**config.mk**
```make
export PLATFORM = sky130hd
export DESIGN_NAME = adc_pkt_ctrl
export DESIGN_NICKNAME = d
export VERILOG_FILES = /design/src/rtl/adc_cap_pkg.sv /design/src/rtl/adc_pkt_clkdiv.sv /design/src/rtl/adc_pkt_ctrl.sv
export SDC_FILE = /design/constraint.sdc
export NUM_CORES = 1
export LEC_CHECK = 0
export CAP_MARGIN = 5
export CORE_MARGIN = 1.5
export CORE_UTILIZATION = 45
export CTS_CLUSTER_DIAMETER = 50
export DETAILED_ROUTE_END_ITERATION = 6
export PLACE_DENSITY = 0.7
export SYNTH_ARGS = -nofsm -noshare
export SYNTH_HDL_FRONTEND = slang
export SYNTH_SLANG_ARGS = --single-unit
```
**constraint.sdc**
```tcl
create_clock -name clk -period 6.1 [get_ports clk]
set_input_delay 1.525 -clock clk [delete_from_list [all_inputs] [get_ports clk]]
set_output_delay 1.525 -clock clk [all_outputs]
set_load 0.01 [all_outputs]
```
**src/rtl/adc_cap_pkg.sv**
```systemverilog
// Shared widths, packet FSM states and the read-clock divide clamp for the ADC packet path.
// No logic of its own; imported by the packet controller and its clock divider.
package adc_cap_pkg;

    localparam int DATA_W = 18;
    localparam int ADDR_W = 10;
    localparam int DIV_W  = 8;

    typedef enum logic [1:0] {
        IDLE,
        PREFETCH,
        SEND,
        DONE
    } pkt_state_e;

    // Divide ratios below 2 cannot form a clock with both phases, so they clamp to 2.
    function automatic logic [DIV_W-1:0] div_clamp(input logic [DIV_W-1:0] clk_div);
        return (clk_div < DIV_W'(2)) ? DIV_W'(2) : clk_div;
    endfunction

endpackage

```
**src/rtl/adc_pkt_clkdiv.sv**
```systemverilog
// Read-clock divider: counts 0..D-1 while running, clk_rd low for the first D>>1 counts.
// Registered clk_rd, 1-cycle latency; i_en=0 freezes, i_run=0 clears to count 0 / clk_rd 0.
module adc_pkt_clkdiv
    import adc_cap_pkg::*;
(
    input  logic             clk,
    input  logic             rst,
    input  logic             i_en,
    input  logic             i_run,
    input  logic [DIV_W-1:0] i_div,
    output logic             o_clk_rd,
    output logic             o_word_tick,
    output logic             o_period_end
);

    logic [DIV_W-1:0] r_div_cnt;
    logic             w_last;

    assign w_last       = (r_div_cnt == i_div - 1'b1);
    assign o_word_tick  = i_run & (r_div_cnt == '0);
    assign o_period_end = i_run & w_last;

    // clk_rd is registered from the pre-increment count, so it tracks the phase of the word on the pads.
    always_ff @(posedge clk) begin
        if (rst) begin
            r_div_cnt <= '0;
            o_clk_rd  <= 1'b0;
        end else if (i_en) begin
            if (!i_run) begin
                r_div_cnt <= '0;
                o_clk_rd  <= 1'b0;
            end else begin
                r_div_cnt <= w_last ? '0 : r_div_cnt + 1'b1;
                o_clk_rd  <= (r_div_cnt >= (i_div >> 1));
            end
        end
    end

endmodule

```
**src/rtl/adc_pkt_ctrl.sv**
```systemverilog
// Streams capture_len SRAM words (or a counting pattern) to the ADC pads, one per CLK_RD period.
// First word valid 2 cycles after start acceptance; no backpressure, clk_en=0 freezes all state.
module adc_pkt_ctrl
    import adc_cap_pkg::*;
(
    input  logic              clk,
    input  logic              rst,
    input  logic              clk_en,
    input  logic              capture_start,
    input  logic [DIV_W-1:0]  clk_div,
    input  logic [ADDR_W:0]   capture_len,
    input  logic              self_test_mode,
    output logic              mem_rd_en,
    output logic [ADDR_W-1:0] mem_rd_addr,
    input  logic [DATA_W-1:0] mem_rd_data,
    output logic [DATA_W-1:0] adc_data,
    output logic              adc_data_valid,
    output logic              clk_rd,
    output logic              busy,
    output logic              done
);

    pkt_state_e        r_state;
    pkt_state_e        w_state_nxt;
    logic              r_start_d;
    logic [DIV_W-1:0]  r_div;
    logic [ADDR_W:0]   r_len;
    logic              r_st;
    logic [ADDR_W:0]   r_word_cnt;
    logic              r_rd_q;
    logic [DATA_W-1:0] r_pref;

    logic              w_start_edge;
    logic              w_word_tick;
    logic              w_period_end;
    logic [ADDR_W:0]   w_word_nxt;
    logic [DATA_W-1:0] w_pref;

    assign w_start_edge = capture_start & ~r_start_d & (r_state == IDLE);
    assign w_word_nxt   = r_word_cnt + 1'b1;
    // With D=2 the read data arrives in the very cycle it is needed, so bypass the prefetch register.
    assign w_pref       = r_rd_q ? mem_rd_data : r_pref;

    adc_pkt_clkdiv u_clkdiv (
        .clk          (clk),
        .rst          (rst),
        .i_en         (clk_en),
        .i_run        (r_state == SEND),
        .i_div        (r_div),
        .o_clk_rd     (clk_rd),
        .o_word_tick  (w_word_tick),
        .o_period_end (w_period_end)
    );

    always_ff @(posedge clk) begin
        if (rst) begin
            r_state <= IDLE;
        end else if (clk_en) begin
            r_state <= w_state_nxt;
        end
    end

    always_comb begin
        w_state_nxt = r_state;
        case (r_state)
            IDLE:     if (w_start_edge) w_state_nxt = (capture_len == '0) ? DONE : PREFETCH;
            PREFETCH: w_state_nxt = SEND;
            SEND:     if (w_period_end && (r_word_cnt == r_len)) w_state_nxt = DONE;
            DONE:     w_state_nxt = IDLE;
            default:  w_state_nxt = IDLE;
        endcase
    end

    always_ff @(posedge clk) begin
        if (rst) begin
            r_start_d      <= 1'b0;
            r_div          <= '0;
            r_len          <= '0;
            r_st           <= 1'b0;
            r_word_cnt     <= '0;
            r_rd_q         <= 1'b0;
            r_pref         <= '0;
            mem_rd_en      <= 1'b0;
            mem_rd_addr    <= '0;
            adc_data       <= '0;
            adc_data_valid <= 1'b0;
            busy           <= 1'b0;
            done           <= 1'b0;
        end else if (clk_en) begin
            r_start_d <= capture_start;
            r_rd_q    <= mem_rd_en;
            mem_rd_en <= 1'b0;
            done      <= 1'b0;
            if (r_rd_q) r_pref <= mem_rd_data;
            case (r_state)
                IDLE: begin
                    if (w_start_edge) begin
                        busy       <= 1'b1;
                        r_div      <= div_clamp(clk_div);
                        r_len      <= capture_len;
                        r_st       <= self_test_mode;
                        r_word_cnt <= '0;
                        if ((capture_len != '0) && !self_test_mode) begin
                            mem_rd_en   <= 1'b1;
                            mem_rd_addr <= '0;
                        end
                    end
                end
                SEND: begin
                    if (w_word_tick) begin
                        adc_data       <= r_st ? DATA_W'(r_word_cnt) : w_pref;
                        adc_data_valid <= 1'b1;
                        r_word_cnt     <= w_word_nxt;
                        if ((w_word_nxt < r_len) && !r_st) begin
                            mem_rd_en   <= 1'b1;
                            mem_rd_addr <= r_word_cnt[ADDR_W-1:0] + 1'b1;
                        end
                    end
                end
                DONE: begin
                    adc_data_valid <= 1'b0;
                    done           <= 1'b1;
                    busy           <= 1'b0;
                end
                default: ;
            endcase
        end
    end

endmodule

```
# After elaboration in Yosys (flattened, before gate mapping)

Index checks and enable logic that the tools add are counted.

Output and inout bits: 33
Word-level logic and storage cells: 85
Input port bits: 42
Register bits after elaboration: 94

Reductions and logical operators: 19
Bitwise operators: 5
Muxes and demuxes: 28
$add $sub $neg: 4
$lt $le $gt $ge: 3
Equal/unequal tests: 10

Operators by type and width:

| kind                                                                         | count |
|---|---|
| 10-bit 2-to-1 mux                                                            | 4 |
| 18-bit 2-to-1 mux                                                            | 2 |
| 8-bit 2-to-1 mux                                                             | 3 |
| 11-bit 2-to-1 mux                                                            | 2 |
| 11-bit one-hot mux with 2 select lines                                       | 1 |
| 10-bit one-hot mux with 2 select lines                                       | 1 |
| 3-bit AND reduction                                                          | 5 |
| 11-bit by 1-bit adder with 11-bit output, second input constant              | 1 |
| 11-bit equality test                                                         | 1 |
| 11-bit logical NOT                                                           | 1 |
| 11-bit less-than comparator                                                  | 1 |
| 11-bit nonzero test                                                          | 1 |
| 10-bit by 1-bit adder with 10-bit output, second input constant              | 1 |
| 8-bit by 1-bit adder with 8-bit output, second input constant                | 1 |
| 8-bit equality test                                                          | 1 |
| 8-bit by 7-bit >= comparator with 1-bit output                               | 1 |
| 8-bit logical NOT                                                            | 1 |
| 8-bit by 2-bit less-than comparator with 1-bit output, second input constant | 1 |
| 1-bit 2-to-1 mux                                                             | 8 |
| 2-bit != test, second input constant                                         | 4 |
| 2-bit one-hot mux with 4 select lines                                        | 1 |
| 8-bit by 1-bit subtractor with 8-bit output, second input constant           | 1 |
| 2-bit 2-to-1 mux                                                             | 3 |
| 1-bit one-hot mux with 2 select lines                                        | 3 |
| other kinds (11)                                                             | 20 |

# Longest topological paths before layout

Depth after elaboration: 6
Gate-level depth with buffers: 13
Gate-level depth less buffers: 12

# Modules after synthesis

Synthesis repeated with hierarchy kept, for this count alone.

Cell total of the unflattened synthesis: 615
Area total of the unflattened synthesis: 4999.8 µm²

By module, submodules not included:

| module         | area each (µm²) | instances | seq. area each (µm²) | cells each |
|---|---|---|---|---|
| adc_pkt_ctrl   | 4046.4          | 1         | 1701.6               | 494 |
| adc_pkt_clkdiv | 953.4           | 1         | 180.2                | 121 |

# Worst setup path before layout

OpenSTA, ideal clock, no wires.

Path kind: reg-to-reg
Start point: register r_word_cnt[3]
End point: register mem_rd_addr[4]
Path buffers: 1
Data required time: 5.983 ns
Clock period less this slack: 2.879 ns
Slack: 3.221 ns
Setup time: 0.117 ns
Arrival: 2.762 ns
Stages on the path, launching flop included: 13
Cells stage by stage: dfxtp_1 clkbuf_1 nand4_1 nor2_1 nand3_1 nor2_1 xor2_1 ha_1 and4_1 a2111o_1 o21ai_0 a21oi_1 a22o_1

Longest elaborated chain between the ends: 5
Elaborated cells between the ends (all ways): 9
Classes of those cells: add/sub: 2; order compare: 1; eq/ne: 1; mux: 3; reduce/logical: 2

RTL lines:

| item                                     | RTL line            | source |
|---|---|---|
| from (decl)                              | adc_pkt_ctrl.sv:29  | `logic [ADDR_W:0] r_word_cnt;` |
| from (signal assigned)                   | adc_pkt_ctrl.sv:113 | `r_word_cnt <= w_word_nxt;` |
| 11-bit by 1-bit adder with 11-bit output | adc_pkt_ctrl.sv:40  | `assign w_word_nxt = r_word_cnt + 1'b1;` |
| 11-bit less-than comparator              | adc_pkt_ctrl.sv:114 | `if ((w_word_nxt < r_len) && !r_st) begin` |
| 1-bit logical AND                        | adc_pkt_ctrl.sv:114 |  |
| 2-bit != test (no line)                  | n/a                 |  |
| 6-bit AND reduction (no line)            | n/a                 |  |
| to (signal assigned)                     | adc_pkt_ctrl.sv:116 | `mem_rd_addr <= r_word_cnt[ADDR_W-1:0] + 1'b1;` |
| to (decl)                                | adc_pkt_ctrl.sv:14  | `output logic [ADDR_W-1:0] mem_rd_addr,` |

Several ways; a longest one is shown, not always the timed one. The select of a mux whose other input is x is not followed.
A chain may end at the register's enable or synchronous reset.

# Worst setup path in the final report

Start point: input port capture_start
End point: register mem_rd_addr[5]

Longest elaborated chain between the ends: 4

RTL lines:

| item                           | RTL line           | source |
|---|---|---|
| from (decl)                    | adc_pkt_ctrl.sv:9  | `input logic capture_start,` |
| 1-bit bitwise AND (2 in a row) | adc_pkt_ctrl.sv:39 | `assign w_start_edge = capture_start & ~r_start_d & (r_state == IDLE);` |
| 2-bit != test (no line)        | n/a                |  |
| 6-bit AND reduction (no line)  | n/a                |  |

No other way between the ends.

==> results.py <==
metrics = {
    "finish": {
        "fin_area_mm2": 0.00580,
        "drive_gt1_frac": 0.0346,
        "antenna_cells": 0,
        "mostFrequentLayoutCells": "nand2_1, dfxtp_1, clkdlybuf4s50_1, nor2_1, a21oi_1",
        "n_fill_cell": 973,
        "layout.nets": 729,
        "area_growth_pct": 19.6,
    },
    "timing": {
        "period_share": 0.574,
        "finalSetupTns_ns": 0,
        "max_freq_mhz": 286,
        "maxSlewViolCount": 0,
        "final_hold_viol_count": 0,
        "rsz0062_at_grt": "no",
        "period_needed_ns": 3.50,
        "final-setup-viol-count": 0,
        "worst_pin_slew_ns": 1.10,
        "finalClockSkew_ns": 0.0139,
        "maxSlewHeadroom": 0.268,
    },
    "global_route": {
        "grt_pass1_vias": 4151,
        "grt_max_degree": 56,
        "grt_pass1_wl_um": 19800,
        "track_usage": 0.217,
        "gr-total-overflow": 0,
        "met2_usage": 0.357,
        "grtUsageMet1": 0.292,
        "grt-busiest-layer": "met2",
        "gr-usage-met3": 0.0347,
        "antenna_found_initial": 0,
    },
    "hold_path": {
        "hp-start": "adc_data[5]",
        "worstHoldPathType": "flip-flop to flip-flop",
    },
    "setup_path": {
        "path_max_fanout": 13,
        "worstReg2RegEnd": "mem_rd_addr[5]",
        "end_kind": "flip-flop",
        "cp.required_ns": 6.41,
        "reg2reg_from": "r_word_cnt[3]",
        "crit_end": "mem_rd_addr[5]",
        "r2r_cells": 12,
        "regToRegSetupSlack_ns": 2.80,
        "arrival_ns": 3.81,
        "startpoint": "capture_start",
        "start_kind": "input port",
        "critPathKind": "input port to flip-flop",
    },
    "placement": {
        "routabilityCongestion": 0.946,
        "place_area_mm2": 0.00563,
        "numPortBuffers": 74,
        "dp_hpwl_um": 8650,
    },
    "clock_network": {
        "insertion_delay_ns": 0.36,
        "cts_tree": "built",
        "h-tree-depth": 3,
        "cts-resized-gates": 0,
        "cts_sinks": 94,
        "numCtsBuffers": 9,
        "cts_hold_buf": 0,
        "cts_buffer_depth": 2,
        "cts.reportedPaths.clkPinSlew_ns": 0.09,
        "post_cts_buffers": 0,
        "cts_root_buf": "clkbuf_8",
    },
    "synthesis": {
        "muxShareOfSynthArea": 0.0477,
        "syn_nets": 678,
        "syn_avg_cell_area_um2": 7.96,
        "synthSimpleGateAreaFrac": 0.219,
        "synthCells": 610,
        "ys.flop_type": "dfxtp_1",
        "ys_seq_area_frac": 0.388,
        "yosys.area_share.adder": 0.0670,
        "syn-cell-area_mm2": 0.00485,
        "yosys_warnings": 0,
        "synth_xor_area_frac": 0.0505,
        "yosys_register_bits": 94,
        "synthArstFlopShare": 0,
        "synth_top_family_by_area": "simple AND/OR/NAND/NOR gates",
        "synth-edff-count": 0,
        "synth_compound_area_frac": 0.175,
        "synth.distinct_cells": 47,
    },
    "die": {
        "die_h_um": 107,
        "initial_utilization": 0.466,
        "io_pins": 75,
        "die_x_um": 107,
        "core-area_mm2": 0.0104,
        "die_area_mm2": 0.0114,
        "core.rowCount": 37,
    },
    "detailed_routing": {
        "vias": 4386,
        "drc": 0,
        "final_antenna_net_count": 0,
        "wl_per_cell_um": 14.9,
        "drt_iter0_markers": 261,
        "first_pass_iters": 4,
        "vias_per_cell": 5.48,
        "drt-total-wl_um": 11900,
    },
    "run_status": {
        "outcome": "finished clean",
    },
    "power": {
        "total_leakage_power_nw": 2.07,
        "cellPowerDensity_mw_per_mm2": 202,
        "ir_drop_mv": 0.0984,
    },
    "flow_run": {
        "maxCapViolCount": 0,
    },
}
==> synth_stat cells (3+ instances only) <==
master / n / area [µm²]
a22oi_1: 4 / 30.0
o21ai_0: 23 / 115
nand4_1: 5 / 31.3
nand2_1: 94 / 353
nor4_1: 13 / 81.3
and3_1: 7 / 43.8
o211ai_1: 3 / 22.5
nand2b_1: 7 / 43.8
a22o_1: 4 / 35.0
mux2i_1: 22 / 220
xnor2_1: 12 / 105
nor2b_1: 6 / 37.5
nor2_1: 59 / 221
a21oi_1: 58 / 290
nand3_1: 18 / 90.1
o2bb2ai_1: 6 / 52.6
a31oi_1: 3 / 18.8
xor2_1: 16 / 140
buf_1: 8 / 30.0
clkbuf_1: 27 / 101
ha_1: 26 / 325
a211oi_1: 18 / 135
inv_1: 33 / 124
dfxtp_1: 94 / 1880
a21o_1: 3 / 22.5
nor3_1: 15 / 75.1
==> sequential cells by signal (all words and copies together), names as in the netlist <==
name,cells
adc_data,18
adc_data_valid,1
busy,1
done,1
mem_rd_addr,10
mem_rd_en,1
r_div,8
r_len,11
r_pref,18
r_rd_q,1
r_st,1
r_start_d,1
r_state,2
r_word_cnt,11
u_clkdiv.o_clk_rd,1
u_clkdiv.r_div_cnt,8
==> per-stage QoR <==
step           total power [W]  hold WS [ns]  utilization  worst slack, ns  cells
4_1_cts                0.00118         0.464        0.557             2.61    801
2_1_floorplan         0.000750         0.436            -             3.22    610
5_1_grt                0.00122         0.485        0.557             2.47    801
3_5_place_dp          0.000804         0.448        0.541             2.24    786
6_report               0.00117         0.459        0.557             2.60    801
3_3_place_gp          0.000800         0.441        0.541             2.26    786
==> kinds of logic after synthesis <==
logic type	after synthesis
buffers and inverters	69
AOI/OAI and AO/OA	135
xor gates and xnor gates	28
and+or+nand+nor	235
muxes	23
adders and majority gates	26
DFF	94
==> layout make-up <==
type / instances / area (µm²) / area share
inverters: 34 / 128 / 0.0220
multi-input cells: 447 / 2710 / 0.467
clock buffers: 10 / 138 / 0.0237
flip-flops and latches: 94 / 1880 / 0.324
well taps: 136 / 170 / 0.0293
clock inverters: 5 / 35.0 / 0.00604
repair buffers: 75 / 738 / 0.127
==> power breakdown <==
part | switching [W] | total (W) | internal [W]
sequential | 0.0000179 | 0.000647 | 0.000629
clock | 0.000221 | 0.000379 | 0.000158
combinational | 0.0000763 | 0.000143 | 0.0000671
total | 0.000315 | 0.00117 | 0.000854
==> metal layers <==
layer,vias to the layer above,part of all wire
met5,-,0
met4,0,0.012
met3,13,0.050
met2,109,0.47
met1,2055,0.46
li1,2209,-
==> how the worst min path moves through the flow <==
stage | end | slack, ns | cells past startpoint
after floorplan | r_pref[17] | 0.44 | 2
after global placement | r_pref[17] | 0.44 | 2
final | adc_data[5] | 0.46 | 2
after detailed placement | adc_data[5] | 0.45 | 2
after global routing | adc_data[7] | 0.49 | 2
after CTS | adc_data[5] | 0.46 | 2
==> critical path, stage by stage <==
cell and delay (ns):
clkdlybuf4s50_1 0.45, nor2b_1 0.18, mux2_2 0.29, nand3_1 0.40
nor2_1 0.10, a21oi_1 0.60, a22o_1 0.25
Note: power is estimated with default switching activity, not from simulation.
